==> src/rtl/axi_rd_arb.sv <==
// axi_rd_arb: two-requester AXI3 read arbiter.
// Round-robin AR arbitration with a per-port outstanding-burst limit, ARID
// tagging with the port number, and RID-based steering of read beats.
// Optional build macro RDARB_STATS_EN adds per-port beat counters and an
// AR stall indicator.
module axi_rd_arb #(
   parameter int MAXOUT = 4
) (
   input  logic        clk,
   input  logic        reset,
   input  logic [31:0] m0_araddr,
   input  logic [3:0]  m0_arlen,
   input  logic        m0_arvalid,
   output logic        m0_arready,
   output logic [63:0] m0_rdata,
   output logic        m0_rlast,
   output logic        m0_rvalid,
   input  logic [31:0] m1_araddr,
   input  logic [3:0]  m1_arlen,
   input  logic        m1_arvalid,
   output logic        m1_arready,
   output logic [63:0] m1_rdata,
   output logic        m1_rlast,
   output logic        m1_rvalid,
   output logic [31:0] araddr,
   output logic [5:0]  arid,
   output logic [3:0]  arlen,
   output logic [2:0]  arsize,
   output logic [1:0]  arburst,
   output logic        arvalid,
   input  logic        arready,
   input  logic [63:0] rdata,
   input  logic [5:0]  rid,
   input  logic        rlast,
   input  logic [1:0]  rresp,
   input  logic        rvalid,
   output logic        rready
`ifdef RDARB_STATS_EN
   ,
   output logic [31:0] beats0,
   output logic [31:0] beats1,
   output logic        stall
`endif
);

   typedef enum logic {S_IDLE, S_ISSUE} state_t;

   state_t      r_state;
   state_t      w_state_nxt;
   logic [31:0] r_araddr;
   logic [3:0]  r_arlen;
   logic        r_arvalid;
   // Port owning the current burst; doubles as the last-grant pointer.
   logic        r_gnt;
   logic        w_load;
   logic        w_sel;
   logic        w_hs;
   logic [2:0]  r_out [2];
   logic [1:0]  w_elig;
   logic [1:0]  w_inc;
   logic [1:0]  w_dec;
   logic        w_unused;

   // Response status and the upper ID bits carry no routing information.
   assign w_unused = ^{rresp, rid[5:1]};

   assign w_hs      = r_arvalid && arready;
   assign w_elig[0] = m0_arvalid && (r_out[0] < 3'(MAXOUT));
   assign w_elig[1] = m1_arvalid && (r_out[1] < 3'(MAXOUT));

   // State register.
   always_ff @(posedge clk) begin
      if (reset) r_state <= S_IDLE;
      else       r_state <= w_state_nxt;
   end

   // Next-state and grant decision; ties go to the port not granted last.
   always_comb begin
      w_state_nxt = r_state;
      w_load      = 1'b0;
      w_sel       = r_gnt;
      case (r_state)
         S_IDLE: begin
            if (w_elig[0] || w_elig[1]) begin
               w_load      = 1'b1;
               w_state_nxt = S_ISSUE;
               if (w_elig[0] && w_elig[1]) w_sel = ~r_gnt;
               else                        w_sel = w_elig[1];
            end
         end
         S_ISSUE: begin
            if (w_hs) w_state_nxt = S_IDLE;
         end
         default: w_state_nxt = S_IDLE;
      endcase
   end

   // AR channel registers: latch the winner at grant, hold until handshake.
   always_ff @(posedge clk) begin
      if (reset) begin
         r_arvalid <= 1'b0;
         r_gnt     <= 1'b1;
         r_araddr  <= '0;
         r_arlen   <= '0;
      end else if (w_load) begin
         r_arvalid <= 1'b1;
         r_gnt     <= w_sel;
         r_araddr  <= w_sel ? m1_araddr : m0_araddr;
         r_arlen   <= w_sel ? m1_arlen  : m0_arlen;
      end else if (w_hs) begin
         r_arvalid <= 1'b0;
      end
   end

   // Per-port outstanding burst counters.
   for (genvar n = 0; n < 2; n++) begin : g_out
      assign w_inc[n] = w_hs && (r_gnt == 1'(n));
      assign w_dec[n] = rvalid && rlast && (rid[0] == 1'(n));

      // Simultaneous issue and retire cancel; a stray retire at zero is dropped.
      always_ff @(posedge clk) begin
         if (reset)
            r_out[n] <= '0;
         else if (w_inc[n] && !w_dec[n])
            r_out[n] <= r_out[n] + 3'd1;
         else if (w_dec[n] && !w_inc[n] && (r_out[n] != 3'd0))
            r_out[n] <= r_out[n] - 3'd1;
      end
   end

   assign araddr     = r_araddr;
   assign arlen      = r_arlen;
   assign arid       = {5'b0, r_gnt};
   assign arvalid    = r_arvalid;
   assign arsize     = 3'd3;
   assign arburst    = 2'd1;
   assign rready     = 1'b1;
   assign m0_arready = w_hs && !r_gnt;
   assign m1_arready = w_hs &&  r_gnt;

   // Shared read data bus; valid/last steered by the port bit of RID.
   assign m0_rdata  = rdata;
   assign m1_rdata  = rdata;
   assign m0_rvalid = rvalid && !rid[0];
   assign m1_rvalid = rvalid &&  rid[0];
   assign m0_rlast  = rlast  && !rid[0];
   assign m1_rlast  = rlast  &&  rid[0];

`ifdef RDARB_STATS_EN
   logic [31:0] r_beats0;
   logic [31:0] r_beats1;

   // Delivered-beat counters, wrapping naturally.
   always_ff @(posedge clk) begin
      if (reset) begin
         r_beats0 <= '0;
         r_beats1 <= '0;
      end else begin
         if (m0_rvalid) r_beats0 <= r_beats0 + 32'd1;
         if (m1_rvalid) r_beats1 <= r_beats1 + 32'd1;
      end
   end

   assign beats0 = r_beats0;
   assign beats1 = r_beats1;
   assign stall  = r_arvalid && !arready;
`endif

endmodule

==> config.mk <==
export PLATFORM = sky130hd
export DESIGN_NAME = axi_rd_arb
export DESIGN_NICKNAME = d
export VERILOG_FILES = /design/src/rtl/axi_rd_arb.sv
export SDC_FILE = /design/constraint.sdc
export NUM_CORES = 1
export LEC_CHECK = 0
export CAP_MARGIN = 20
export CORE_AREA = 2 2 128 130
export CTS_CLUSTER_SIZE = 20
export DETAILED_ROUTE_END_ITERATION = 8
export DIE_AREA = 0 0 130 132
export PLACE_DENSITY = 0.61
export REMOVE_ABC_BUFFERS = 1
export SKIP_CTS_REPAIR_TIMING = 1
export SKIP_LAST_GASP = 1
export SYNTH_ARGS = -nofsm -noshare
export SYNTH_HDL_FRONTEND = slang
export SYNTH_SLANG_ARGS = --single-unit
==> constraint.sdc <==
create_clock -name clk -period 2.74 [get_ports clk]
set_input_delay 0.411 -clock clk [delete_from_list [all_inputs] [get_ports clk]]
set_output_delay 0.411 -clock clk [all_outputs]
set_load 0.05 [all_outputs]
==> run summary <==
final core occ: 24.1%
top_reg_cell synth: dfxtp_1
Via density: 4.49
status: complete, no violations
Yosys warning count: 0
total power draw: 0.00231 W
cell row count: 46
P per Cell Area: 609 nW/um^2
Reg-to-Reg Start: r_gnt$_SDFFE_PP1P_
total number of vias: 2757
Post-Syn Area: 3160 um^2
final period utilization: 88.9%
Final GP Congestion: 0.939
DP Area: 3650 um^2
Worst Path Required: 2.79 ns
Pins Over Slew Limit: 0
pin count of the biggest net entering global routing: 75
HP Class: reg2reg
CP Class: in2reg
Worst setup EP type: flip-flop
worst skew pair latency: 0.30 ns
CTS H-tree lvls: 2
layout cells sized above 1: 6.30%
RSZ-0062 raised after global routing: false
Synth Instances: 408
first-pass GRT wire length: 25300 um
max_cap viols: 0
fill count: 1723
Arrival @ worst endpoint: 2.49 ns
drt drc: 0
Nets: 551
final WL: 20000 um
vias in the first global route: 2616
Horiz. Die Dim: 130 um
PortBufs: 123
Max rail drop VDD: 0.273 mV
CTS max path bufs: 2
post-layout instance area: 3790 um^2
Worst setup startpoint: arready
FF+latch area: 961 um^2
initial DRC count: 139
number of buffers created by CTS: 5
antenna violations before repair: 3
post-synthesis sequential area ratio: 30.5%
Clock Sinks: 45
footprint of the multi-input gates: 1080 um^2
leading area contributor after synthesis: buf_4
FF+latch count, synth: 45
Setup-failing EPs final: 0
CP max FO: 4
Post-synth EDFFs: 6
slew margin rel.: 27.5%
drt pass-1 iters: 4
min-delay src: araddr[30]$_SDFFE_PP0P_
clock skew: 0.00670 ns
Synth area leaders: buf_4 33%, dfxtp_1 25%, nand2_1 9.2%
starting density of the core: 20.1%
HPWL reported at the end of detailed placement: 16900 um
# IOs: 334
total grt overflow: 0
syn avg cell area: 7.73 um^2
fin crit period: 2.44 ns
core area: 15700 um^2
Post-DRT Antenna Nets: 0
wire per inst: 32.6 um
Yosys top cell area share: 33.3%
CTS Root Cell: clkbuf_16
CTS tree: done
actual slew at the worst max-slew pin: 1.08 ns
Total Routing Usage GR: 22.7%
Post-synth ARST share: 0%
P_leak: 1.43 nW
startpoint class of the critical path: primary input
Die Ht: 132 um
clock-pin transition on the worst setup and hold timing paths: 0.06 ns
die area: 17200 um^2
final hold violations: 0
Netlist cell types: 36
highest clock rate: 411 MHz
area delta synth->final: 20.2%
flip-flops by register name, indices dropped and copies added, names as in the netlist:
register and flops:
araddr 32, arlen 4, arvalid 1, r_gnt 1, r_out 6, r_state 1
power breakdown:
group | switching, W | leakage, nW | internal, W
Sequential | 0.0000491 | 0.386 | 0.000754
Clock | 0.000274 | 0.0706 | 0.000336
Combinational | 0.000567 | 0.970 | 0.000331
cell type report:
class | count | share of cell area (%)
repair buffers | 132 | 34.4
diodes | 1 | 0.0660
well taps | 216 | 7.12
clock buffers | 6 | 3.40
clock inverters | 2 | 0.264
inverters | 8 | 0.792
multi-input cells | 204 | 28.6
flip-flops and latches | 45 | 25.3
worst max-delay path, stage by stage:
cell             delay [ns]
clkdlybuf4s50_1        0.44
and3_2                 0.23
or3_1                  0.39
nand2b_1               0.17
fa_1                   0.42
o21ai_0                0.10
o22ai_1                0.10
o211a_1                0.22
routing by layer:
| metal | track usage (%) | routed length, um | vias up | share of wire, % |
|---|---|---|---|---|
| met4 | 13.3 | 1500 | 2 | 7.5 |
| met5 | 0 | 16 | - | 0.080 |
| met2 | 34.7 | 8520 | 318 | 43 |
| met1 | 13.9 | 4310 | 1208 | 22 |
| met3 | 30.0 | 5680 | 48 | 28 |
| li1 | - | - | 1181 | - |
cells by family after synthesis:
| logic type | Yosys count | share of synthesized area (%) |
|---|---|---|
| compound gates | 87 | 16.2 |
| fa+ha+maj | 4 | 1.82 |
| buf+inv | 168 | 36.8 |
| flops | 45 | 30.5 |
| mux | 1 | 0.317 |
| other cells | 2 | 0.238 |
| simple gates | 101 | 14.1 |
metrics by stage:
step                      worst slack [ns]  std cells  hold slack, ns  TNS (ns)
after floorplan                     -0.598        257           0.483    -22.11
after global placement              0.0454        605           0.532         0
after detailed placement            0.0107        605           0.533         0
after CTS                            0.322        613           0.547         0
after global routing                 0.240        613           0.576         0
final                                0.304        614           0.544         0
path summary, 6_finish.rpt:
kind | end | slack [ns] | depth (start not counted)
hold reg to reg | araddr[30]$_SDFFE_PP0P_ | 0.54 | 2
hold / removal | araddr[30]$_SDFFE_PP0P_ | 0.54 | 2
setup / recovery | r_out[1][2]$_SDFFCE_PN0P_ | 0.30 | 8
setup reg to reg | r_out[1][2]$_SDFFCE_PN0P_ | 0.52 | 7
layout by cell type (no fill, tap or decap), drive strengths merged:
master	n
o221ai	1
clkinv	2
or3	1
nor3b	1
nand3	3
o211a	1
o211ai	1
a31oi	36
nor2	4
and3	1
dfxtp	39
nor2b	2
mux2i	1
o22ai	2
o21a	2
fa	1
a21o	1
clkbuf	6
or2	1
and2	2
a21oi	5
edfxtp	6
or4	1
and2b	1
diode	1
o21ai	38
inv	8
nand4bb	1
nand2b	3
nand2	77
conb	11
ha	3
nand3b	1
nor3	1
buf	11
clkdlybuf4s50	121
and3b	1
synth_stat cells, types with 2 or more instances:
library cell  number
inv_1              8
nand3_1            3
nand2_1           77
conb_1             2
and2_1             2
nor2_1             4
ha_1               3
nor2b_1            2
o22ai_1            2
a31oi_1           36
buf_2              5
buf_4            140
dfxtp_1           39
nand2b_1           3
clkbuf_1          15
a21oi_1            5
o21ai_0           37
edfxtp_1           6
o21a_1             2
Note: power is estimated with default switching activity, not from simulation.
